## src/rtl/bram_req_master.sv

```systemverilog
// Burst initiator for the single-port BRAM request/done protocol.
// Accepts one read or write burst command, issues one word request at a time
// (one outstanding request), streams write data in and read data out, and
// reports completion with an error flag when the controller fails to answer.
//
// Ports:
//   clk, reset                     clock (posedge), asynchronous active-high reset
//   cmd_valid/cmd_ready            command handshake
//   cmd_write, cmd_addr, cmd_len   burst direction, start address, word count (0 = no-op)
//   cmd_done, cmd_err              one-cycle completion pulse, error (timeout) flag
//   wr_data/wr_valid/wr_ready      write word stream
//   rd_data/rd_valid               registered read word and its one-cycle strobe
//   mem_req, mem_access            request strobe and direction (1 = write) to controller
//   mem_addr_in, mem_data_in       request address and write data
//   mem_data_out, mem_done         read data and acknowledge from controller
module bram_req_master #(
    parameter int unsigned DATA_WIDTH = 32,
    parameter int unsigned ADDR_WIDTH = 32,
    parameter int unsigned SIZE       = 1000,
    parameter int unsigned LEN_WIDTH  = 8,
    parameter int unsigned TIMEOUT    = 15
) (
    input  logic                  clk,
    input  logic                  reset,
    input  logic                  cmd_valid,
    output logic                  cmd_ready,
    input  logic                  cmd_write,
    input  logic [ADDR_WIDTH-1:0] cmd_addr,
    input  logic [LEN_WIDTH-1:0]  cmd_len,
    output logic                  cmd_done,
    output logic                  cmd_err,
    input  logic [DATA_WIDTH-1:0] wr_data,
    input  logic                  wr_valid,
    output logic                  wr_ready,
    output logic [DATA_WIDTH-1:0] rd_data,
    output logic                  rd_valid,
    output logic                  mem_req,
    output logic                  mem_access,
    output logic [ADDR_WIDTH-1:0] mem_addr_in,
    output logic [DATA_WIDTH-1:0] mem_data_in,
    input  logic [DATA_WIDTH-1:0] mem_data_out,
    input  logic                  mem_done
);

    localparam int unsigned TIMER_WIDTH = $clog2(TIMEOUT + 1);

    typedef enum logic [1:0] {
        IDLE  = 2'd0,
        ISSUE = 2'd1,
        WAIT  = 2'd2,
        DONE  = 2'd3
    } state_t;

    state_t                 state;
    state_t                 state_next;

    logic                   write_q;
    logic [ADDR_WIDTH-1:0]  addr_q;
    logic [LEN_WIDTH-1:0]   remaining_q;
    logic [TIMER_WIDTH-1:0] timer_q;
    logic [DATA_WIDTH-1:0]  wdata_q;

    logic                   timer_expired;
    logic                   last_word;

    assign timer_expired = (timer_q == TIMER_WIDTH'(TIMEOUT - 1));
    assign last_word     = (remaining_q == LEN_WIDTH'(1));

    // Direction and address are held in registers so they stay stable all burst.
    assign mem_access  = write_q;
    assign mem_addr_in = addr_q;

    // State register
    always_ff @(posedge clk or posedge reset) begin
        if (reset) begin
            state <= IDLE;
        end else begin
            state <= state_next;
        end
    end

    // Next-state logic
    always_comb begin
        state_next = state;
        case (state)
            IDLE: begin
                if (cmd_valid) begin
                    state_next = (cmd_len == '0) ? DONE : ISSUE;
                end
            end
            ISSUE: begin
                // A write with no data available stalls here; no timeout accrues.
                if (!write_q || wr_valid) begin
                    state_next = WAIT;
                end
            end
            WAIT: begin
                if (mem_done) begin
                    state_next = last_word ? DONE : ISSUE;
                end else if (timer_expired) begin
                    state_next = DONE;
                end
            end
            DONE: begin
                state_next = IDLE;
            end
            default: begin
                state_next = IDLE;
            end
        endcase
    end

    // Output logic; mem_req is decoded from state so reset drops it at once.
    always_comb begin
        cmd_ready   = 1'b0;
        wr_ready    = 1'b0;
        mem_req     = 1'b0;
        mem_data_in = wdata_q;
        case (state)
            IDLE: begin
                cmd_ready = 1'b1;
            end
            ISSUE: begin
                if (write_q) begin
                    wr_ready    = 1'b1;
                    mem_req     = wr_valid;
                    mem_data_in = wr_data;
                end else begin
                    mem_req = 1'b1;
                end
            end
            default: begin
            end
        endcase
    end

    // Burst bookkeeping, timeout timer and registered status/read outputs
    always_ff @(posedge clk or posedge reset) begin
        if (reset) begin
            write_q     <= 1'b0;
            addr_q      <= '0;
            remaining_q <= '0;
            timer_q     <= '0;
            wdata_q     <= '0;
            rd_data     <= '0;
            rd_valid    <= 1'b0;
            cmd_done    <= 1'b0;
            cmd_err     <= 1'b0;
        end else begin
            rd_valid <= 1'b0;
            cmd_done <= (state == DONE);
            case (state)
                IDLE: begin
                    if (cmd_valid) begin
                        write_q     <= cmd_write;
                        addr_q      <= cmd_addr;
                        remaining_q <= cmd_len;
                        cmd_err     <= 1'b0;
                        timer_q     <= '0;
                    end
                end
                ISSUE: begin
                    timer_q <= '0;
                    if (write_q && wr_valid) begin
                        wdata_q <= wr_data;
                    end
                end
                WAIT: begin
                    if (mem_done) begin
                        timer_q     <= '0;
                        remaining_q <= remaining_q - LEN_WIDTH'(1);
                        addr_q      <= (addr_q == ADDR_WIDTH'(SIZE - 1)) ? '0
                                                                         : addr_q + ADDR_WIDTH'(1);
                        if (!write_q) begin
                            rd_data  <= mem_data_out;
                            rd_valid <= 1'b1;
                        end
                    end else if (timer_expired) begin
                        // Abort: remaining words are dropped.
                        timer_q <= '0;
                        cmd_err <= 1'b1;
                    end else begin
                        timer_q <= timer_q + TIMER_WIDTH'(1);
                    end
                end
                default: begin
                end
            endcase
        end
    end

endmodule

```

## config.mk

```make
export PLATFORM = sky130hd
export DESIGN_NAME = bram_req_master
export DESIGN_NICKNAME = d
export VERILOG_FILES = /design/src/rtl/bram_req_master.sv
export SDC_FILE = /design/constraint.sdc
export NUM_CORES = 1
export LEC_CHECK = 0
export CAP_MARGIN = 5
export CORE_MARGIN = 2
export CORE_UTILIZATION = 58
export CTS_CLUSTER_DIAMETER = 40
export DETAILED_ROUTE_END_ITERATION = 6
export DONT_BUFFER_PORTS = 1
export PLACE_DENSITY = 0.74
export SYNTH_ARGS = -nofsm -noshare
export SYNTH_HDL_FRONTEND = slang
export SYNTH_SLANG_ARGS = --single-unit
```

## constraint.sdc

```tcl
create_clock -name clk -period 5.9 [get_ports clk]
set_input_delay 0.295 -clock clk [delete_from_list [all_inputs] [get_ports clk]]
set_output_delay 0.295 -clock clk [all_outputs]
set_load 0.02 [all_outputs]
```

==> results of run 1 <==
-- flip-flops by register name, indices dropped and copies added (netlist names) --
signal,flops
timer_q,4
mem_access,1
cmd_err,1
wdata_q,32
rd_valid,1
remaining_q,8
rd_data,32
mem_addr_in,32
cmd_done,1
state,2
-- worst reg2reg max path, stage by stage, from the launching register on --
cell	delay (ps)
dfrtp_1	540
nand3b_1	200
clkinv_1	820
nand2_1	930
buf_16	240
mux2_2	370
-- area by class of cell --
cell class	instances	area [µm²]	area share
Multi-Input combinational cell	454	2882	0.3824
Sequential cell	114	2853	0.3785
Timing Repair Buffer	92	923.4	0.1225
Clock buffer	20	445.4	0.05911
Clock inverter	12	181.4	0.02407
Tap cell	133	166.4	0.02208
Inverter	22	85.08	0.01129
-- cells in the mapped netlist (all sizes together) (4+ instances only) --
| library cell | n | area share |
|---|---|---|
| nand2 | 139 | 0.088 |
| dfrtp | 114 | 0.48 |
| mux2 | 66 | 0.12 |
| a21oi | 31 | 0.026 |
| nor2 | 29 | 0.018 |
| o21ai | 28 | 0.024 |
| clkbuf | 26 | 0.017 |
| inv | 21 | 0.013 |
| nand3 | 17 | 0.016 |
| o22ai | 15 | 0.016 |
| buf | 12 | 0.010 |
| nor3 | 12 | 0.010 |
| nor4 | 12 | 0.013 |
| a22o | 11 | 0.016 |
| and3 | 9 | 0.0095 |
| o31a | 8 | 0.012 |
| nand4 | 7 | 0.0084 |
| o41ai | 7 | 0.010 |
| a22oi | 6 | 0.0076 |
| and4 | 6 | 0.0097 |
| ha | 5 | 0.011 |
| or3 | 5 | 0.0053 |
| or4 | 5 | 0.0063 |
| a32o | 4 | 0.0067 |
-- where the power goes --
| group | switching (µW) | total, µW | internal [µW] |
|---|---|---|---|
| logic | 899 | 1500 | 603 |
| clock network | 365 | 1070 | 709 |
| registers | 699 | 1850 | 1150 |
| total | 1960 | 4430 | 2470 |
-- logic make-up (layout without fill, tap and decap cells) --
group                    Yosys count  in the layout
AND/OR/NAND/NOR                  258            258
AO/OA/AOI/OAI                    124            124
flip-flops                       114            114
multiplexers                      67             67
buffers and inverters             60            146
adder cells (fa/ha/maj)            5              5
-- through the flow --
step | hold slack [ps] | total power (µW) | util | area, µm² | worst slack (ps)
finish | 14.91 | 4429 | 0.7640 | 7536 | 2679
global route | 14.30 | 4700 | 0.7640 | 7536 | 2498
CTS | 2.990 | 4403 | 0.7612 | 7508 | 2440
detailed placement | 227.9 | 3261 | 0.6114 | 6031 | 2483
global placement | 219.9 | 3181 | 0.6114 | 6031 | 2646
floorplan | 398.6 | 2930 | - | 5957 | 2589
-- what timing repair did --
item,in CTS,in global routing
buffers inserted,0,0
setup endpoints to repair,0,0
hold endpoints to repair,125,0
hold buffers,85,0
-- final timing paths --
check                                  from             end  slack (ps)  cells after the start
worst max register to register     state[1]      wdata_q[0]        2680                      5
max in group asynchronous             reset  mem_addr_in[9]        4280                      3
worst min register to register  wdata_q[25]     wdata_q[25]         500                      1
worst min-delay path            cmd_addr[8]  mem_addr_in[8]          10                      2
min in group asynchronous             reset      rd_data[3]         290                      2
worst max-delay path               state[1]      wdata_q[0]        2680                      5
-- layer usage --
layer  vias up  GRT usage  routed length, µm
met3        44     0.1014               1488
met4         0     0.1257                419
met5         -          0                  0
li1       2406          -                  -
met1      2550     0.3743               6568
met2       301     0.4899               7986
==> flow_summary.yaml, run 1 <==
logic_synthesis:
  yosysWarnings: 0
  syn_area_um2: 5957
  synth.avg_cell_area_um2: 9.486
  synthArstFlopShare: 1.000
  synth_edf_count: 0
  syn-num-nets: 743
  yosysUniqueCellTypes: 52
  synth_top_family_by_area: "simple AND/OR/NAND/NOR gates"
  yosys_register_bits: 114
  synth_fa_ha_area_frac: 0.01050
  synth-xor-area-share: 0
  ys.flop_type: "dfrtp_1"
  synth_mux_area_frac: 0.1264
  seq_area_frac_synth: 0.4789
  netlist_instances: 628
  synth_compound_area_frac: 0.1376
  synth_simple_gate_area_frac: 0.2058
finish:
  drive_gt1_frac: 0.1611
  n_fill_cell: 665
  diodes: 0
  final_cell_mix: "139 x nand2_1, 114 x dfrtp_1, 85 x dlygate4sd3_1, 66 x mux2_2, 31 x a21oi_1"
  final_common_cell: "nand2_1"
  final_nets: 816
  instances_no_fill: 847
  areaGrowthSynthToFinish_pct: 26.51
cts:
  cts_buffers: 17
  cts_tree: "built"
  cts_root_buffer: "clkbuf_8"
  numClockSinks: 114
  htree_levels: 4
  clk_latency_ps: 520
  clock_path_buffers: 2
  clk_pin_slew_worst_paths_ps: 60
  cts-resized-gates: 0
sta:
  setup_violations: 0
  clock_skew_ps: 8.776
  fin_crit_sh: 0.5460
  hold_viol: 0
  setup_tns_ps: 0
  maxSlewViolCount: 0
  fmax_ghz: 0.3104
  slew_headroom: 0.2738
  tightest_slew_ps: 1087
  post-route-min-period_ps: 3221
  rsz0062_at_grt: "false"
routing:
  route.detailed.drc: 0
  firstDrtPassIters: 5
  drtIter0Drc: 604
  ant_nets: 0
  wl_mm: 16.46
  wl_per_cell_um: 19.44
  routed_via_density: 6.259
  routed-via-count: 5301
critical_path:
  critical-path-top-delay-family: "simple AND/OR/NAND/NOR gates"
  crit_buf_inv: 2
  cp.required_ps: 6300
  critical_path_class: "register to register"
  crit_chain: "nand3b_1 -> clkinv_1 -> nand2_1 -> buf_16 -> mux2_2"
  crit_slowest_cell: "nand2_1"
  slowest_delay_ps: 930
  cp_max_fo: 34
  cp-end-kind: "register"
  worstSetupStartpointType: "register"
  worstPathArrival_ps: 3620
floorplanning:
  rows: 36
  die_height_um: 105.3
  io_pins: 213
  fp.dieW_um: 105.3
  dieArea_um2: 11100
  start_util: 0.6039
  core_area_um2: 9864
place:
  gp_congestion: 0.8270
  post-place-cells: 729
  port_buffers: 0
  detailed_place_hpwl_mm: 10.16
job:
  cap_violations: 0
grt:
  first_global_vias: 5290
  antenna_found_initial: 0
  grt_max_degree: 74
  grt_pass1_wl_mm: 26.74
  overflow: 0
  grt.total_usage: 0.3037
outcome:
  outcome: "finished, final reports clean"
hold_path:
  hp-class: "input port to register"
power:
  power_density_nw_per_um2: 587.7
  total_leakage_power_uw: 0.003269
  irDropWorstVdd_mv: 0.3993
Note: power is estimated with default switching activity, not from simulation.
==> inputs of run 2 (changes only) <==
==> constraint.sdc (replaced) <==
create_clock -name clk -period 3.2 [get_ports clk]
set_input_delay 0.16 -clock clk [delete_from_list [all_inputs] [get_ports clk]]
set_output_delay 0.16 -clock clk [all_outputs]
set_load 0.02 [all_outputs]
==> run 2 against run 1 <==
Effect of this change: the flow now finishes with violations (design-rule violations); clock skew rose by 8.3 ps; register-to-register slack got worse by 2200 ps; critical path depth is 2 higher; wire length increased by 4.9%; maximum frequency is 19% higher; first-iteration DRC count shrank 28%; clock power is 64% higher; critical endpoint is now mem_addr_in[15]; highest routed layer unchanged.
==> flow_summary.yaml, run 2 (same netlist as run 1, synthesis figures left out) <==
grt:
  grt_pass1_wl_mm: 27.90
  grt_max_degree: 65
  overflow: 0
  first_global_vias: 5641
  grt.total_usage: 0.3156
  antenna_found_initial: 0
place:
  detailed_place_hpwl_mm: 10.32
  port_buffers: 0
  gp_congestion: 0.8807
power:
  total_leakage_power_uw: 0.003380
  power_density_nw_per_um2: 1040
  irDropWorstVdd_mv: 0.6544
cts:
  cts_root_buffer: "clkbuf_8"
  post_cts_buffers: 0
  clk_pin_slew_worst_paths_ps: 50
  cts_tree: "built"
  cts_buffers: 17
  clock_path_buffers: 2
  numClockSinks: 114
  clk_latency_ps: 510
  htree_levels: 4
critical_path:
  critical_path_class: "register to register"
  worstSetupStartpointType: "register"
  cp-end-kind: "register"
  cp.required_ps: 3580
  crit_start: "mem_addr_in[0]"
  cp_max_fo: 16
  rr_startpoint: "mem_addr_in[0]"
  worstPathArrival_ps: 3090
finish:
  final_cell_mix: "139 x nand2_1, 114 x dfrtp_1, 111 x dlygate4sd3_1, 66 x mux2_2, 31 x a21oi_1"
  diodes: 0
  final_core_util: 0.7868
  n_fill_cell: 613
  areaGrowthSynthToFinish_pct: 30.29
  final_nets: 850
  multi_input_area_um2: 2882
  final_common_cell: "nand2_1"
  layout.area.seq_um2: 2853
  drive_gt1_frac: 0.1618
hold_path:
  hp-start: "cmd_len[4]"
  hp-class: "input port to register"
floorplanning:
  fp.dieW_um: 105.3
  dieArea_um2: 11100
  rows: 36
  die_height_um: 105.3
  core_area_um2: 9864
  start_util: 0.6039
  io_pins: 213
routing:
  routed_via_density: 6.169
  route.detailed.drc: 1
  firstDrtPassIters: 7
  drt-met1-wl_mm: 6.678
  wl_per_cell_um: 19.60
  routed-via-count: 5435
  top_layer_used: "met4"
  wl_mm: 17.27
  wl_met3_mm: 1.382
  drtIter0Drc: 436
  wl_met2_mm: 8.932
  ant_nets: 0
sta:
  slew_headroom: 0.4696
  hold_viol: 0
  clock_skew_ps: 17.06
  maxSlewViolCount: 0
  rsz0062_at_grt: "false"
  setup_violations: 0
  setup_tns_ps: 0
  post-route-min-period_ps: 2704
  fmax_ghz: 0.3699
  fin_crit_sh: 0.8449
  tightest_slew_ps: 795.6
job:
  cap_violations: 0
outcome:
  violations: "design-rule violations"
  outcome: "complete, but fails checks"
[run 2: cell types whose count changed in the layout (fill, tap and decap cells not counted), sizes merged]
cell	change
bufinv	-2
buf	+8
dlygate4sd3	+26
clkinv	+2
clkinvlp	-1
clkbuf	+1
[run 2: power by group]
part           switching, µW  internal [µW]  leakage, µW  total (µW)
Clock                    646           1120     0.000267        1760
Sequential              1300           2130      0.00139        3430
Combinational           1710           1160      0.00173        2870
[run 2: final cells by class]
cell class / count / area share
Timing Repair Buffer: 126 / 0.1577
Clock buffer: 21 / 0.05659
Sequential cell: 114 / 0.3676
Clock inverter: 11 / 0.01451
Inverter: 22 / 0.01096
Tap cell: 133 / 0.02144
Multi-Input combinational cell: 454 / 0.3713
[run 2: repair_timing]
item | in CTS | in global routing
gates resized for setup | 0 | 0
hold endpoints to repair | 174 | 0
hold buffers | 111 | 0
[run 2: worst max-delay path: stages (launching register included)]
cell	delay [ps]
dfrtp_1	530
ha_1	310
nor4b_1	330
nand4_1	230
o31ai_4	550
buf_4	270
o41ai_1	100
a22o_1	250
[run 2: routing by layer]
| metal | GRT usage | vias up |
|---|---|---|
| li1 | - | 2470 |
| met1 | 0.3764 | 2659 |
| met2 | 0.5475 | 280 |
| met3 | 0.08658 | 26 |
| met4 | 0.1105 | 0 |
| met5 | 0 | - |
[run 2: through the flow]
step | area (µm²) | hold WS, ps | total power [µW] | worst slack, ps | std cells
final | 7761 | 78.48 | 8068 | 496.4 | 881
after global routing | 7761 | 73.27 | 8527 | 295.5 | 881
after CTS | 7761 | 61.91 | 7953 | 545.7 | 881
after detailed placement | 6098 | 240.9 | 6051 | 553.4 | 738
after global placement | 6098 | 219.4 | 5923 | 639.5 | 738
after floorplan | 5957 | 263.6 | 5401 | 24.29 | 628
[run 2: worst paths after layout]
kind | to | slack, ps | cells after the start
max | mem_addr_in[15] | 500 | 7
min | state[1] | 80 | 4
max reg2reg | mem_addr_in[15] | 500 | 7
min reg2reg | wdata_q[14] | 510 | 1
max in group asynchronous | cmd_err | 2020 | 3
min in group asynchronous | rd_data[8] | 290 | 2
==> inputs of run 3 (changes only) <==
==> constraint.sdc (replaced) <==
create_clock -name clk -period 2.5 [get_ports clk]
set_input_delay 0.125 -clock clk [delete_from_list [all_inputs] [get_ports clk]]
set_output_delay 0.125 -clock clk [all_outputs]
set_load 0.02 [all_outputs]
==> run 3 against run 2 <==
Effect of this change: flip-flop and latch count unchanged; largest cell class unchanged; critical path depth decreased by 2; global-route usage grew 3.0 points; worst setup slack worse by 370 ps; the flow now finishes without violations; maximum frequency is 14% higher; critical path type unchanged; power up 36%; wire length is 9.3% higher; die area unchanged.
==> flow_summary.yaml, run 3 (same netlist as run 1, synthesis figures left out) <==
sta:
  maxSlewViolCount: 0
  tightest_slew_ps: 708.7
  setup_tns_ps: 0
  clock_skew_ps: 9.744
  rsz0062_at_grt: "false"
  post-route-min-period_ps: 2372
  fmax_ghz: 0.4216
  slew_headroom: 0.5265
  hold_viol: 0
  setup_violations: 0
  fin_crit_sh: 0.9488
critical_path:
  worstPathArrival_ps: 2830
  critical_path_class: "register to register"
  cp_max_fo: 9
  cp-end-kind: "register"
  r2r_end: "mem_addr_in[31]"
  crit_chain: "and4_4 -> nand3_4 -> or3_1 -> or4b_1 -> nand3_1"
  crit_slowest_cell: "dfrtp_1"
  crit_path_end: "mem_addr_in[31]"
  worstSetupStartpointType: "register"
  slowest_delay_ps: 620
  reg2reg_depth: 5
  rrSetupSlack_ps: 130
  rr_startpoint: "mem_addr_in[14]"
  crit_start: "mem_addr_in[14]"
  cp.required_ps: 2960
place:
  detailed_place_hpwl_mm: 10.81
  port_buffers: 0
  gp_congestion: 0.9046
cts:
  cts-resized-gates: 0
  cts_buffers: 17
  clock_path_buffers: 2
  clk_pin_slew_worst_paths_ps: 60
  numClockSinks: 114
  cts_tree: "built"
  htree_levels: 4
  clk_latency_ps: 520
  cts_root_buffer: "clkbuf_8"
routing:
  route.detailed.drc: 0
  firstDrtPassIters: 5
  ant_nets: 0
  routed_via_density: 6.202
  wl_per_cell_um: 20.69
  wl_mm: 18.87
  routed-via-count: 5656
  drtIter0Drc: 528
floorplanning:
  core_area_um2: 9864
  rows: 36
  fp.dieW_um: 105.3
  io_pins: 213
  start_util: 0.6039
  dieArea_um2: 11100
  die_height_um: 105.3
power:
  total_leakage_power_uw: 0.003545
  pwr-share-seq: 0.357
  pwr-share-comb: 0.422
  power_density_nw_per_um2: 1364
  total_power_uw: 10970
  irDropWorstVdd_mv: 0.9104
  clkPwrFrac: 0.221
  switching_power_uw: 4964
  sw_frac_of_total: 0.4525
  p_int_uw: 6006
grt:
  grt_pass1_wl_mm: 30.02
  antenna_found_initial: 0
  overflow: 0
  grt.total_usage: 0.3456
  grt_max_degree: 115
  first_global_vias: 5832
outcome:
  outcome: "finished, final reports clean"
finish:
  areaGrowthSynthToFinish_pct: 35.06
  final_cell_mix: "139 x nand2_1, 114 x dfrtp_1, 111 x dlygate4sd3_1, 66 x mux2_2, 45 x buf_4"
  final_common_cell: "nand2_1"
  diodes: 0
  drive_gt1_frac: 0.1990
  final_nets: 881
job:
  cap_violations: 0
hold_path:
  hp-class: "input port to register"
-- run 3: cell count changes in the layout (fill, tap and decap cells not counted), sizes merged --
cell      change
buf          +31
clkbuf        -2
clkinv        -5
clkinvlp      +2
inv           +5
-- run 3: stage by stage --
step / setup WS (ps) / utilization / cells / hold slack, ps / cell area, µm²
CTS: 164.0 / 0.8156 / 912 / 7.373 / 8045
finish: 128.1 / 0.8156 / 912 / 10.29 / 8045
detailed placement: 157.4 / 0.6432 / 769 / 242.9 / 6345
global placement: 210.2 / 0.6432 / 769 / 223.4 / 6345
global route: 35.73 / 0.8156 / 912 / 11.86 / 8045
floorplan: 318.0 / - / 628 / 228.6 / 5961
-- run 3: routing by layer --
metal | GRT usage | vias to the layer above | part of all wire | routed length [µm]
met5 | 0 | - | 0 | 0
met4 | 0.1752 | 0 | 0.037 | 698
met3 | 0.08101 | 63 | 0.088 | 1656
met2 | 0.5968 | 365 | 0.51 | 9569
met1 | 0.4004 | 2700 | 0.37 | 6947
li1 | - | 2528 | - | -
-- run 3: how the worst min path moves through the flow --
stage / from / end / slack (ps) / cells past startpoint
3_5_place_dp: reset / rd_data[29] / 240 / 2
2_1_floorplan: wr_valid / state[0] / 230 / 1
4_1_cts: cmd_len[4] / state[1] / 7 / 4
6_report: cmd_len[4] / state[1] / 10 / 4
3_3_place_gp: reset / rd_data[15] / 220 / 2
5_1_grt: cmd_len[4] / state[1] / 10 / 4
-- run 3: timing repair --
action                                 CTS  global route
buffers inserted                         0             0
endpoints found under the hold margin  226             0
hold buffers                           111             0
-- run 3: final cells by class --
class,count,area [µm²]
clock inverters,13,147.6
multi-input cells,454,2882
flip-flops and latches,114,2853
inverters,22,86.33
well taps,133,166.4
clock buffers,19,441.7
fillers,572,1819
repair buffers,157,1469
-- run 3: power by group through the flow --
stage / sequential [µW] / clock (µW) / combinational [µW]
after global placement: 3810 / 0 / 4150
after global routing: 4000 / 2530 / 4990
after detailed placement: 3850 / 0 / 4280
after floorplan: 4000 / 0 / 2910
after CTS: 3850 / 2420 / 4470
final: 3920 / 2430 / 4630
-- run 3: worst max-delay path, delay by kind of cell (launching register included) --
family / cells / cell delay [ps]
flops: 1 / 620
simple gates: 5 / 1680
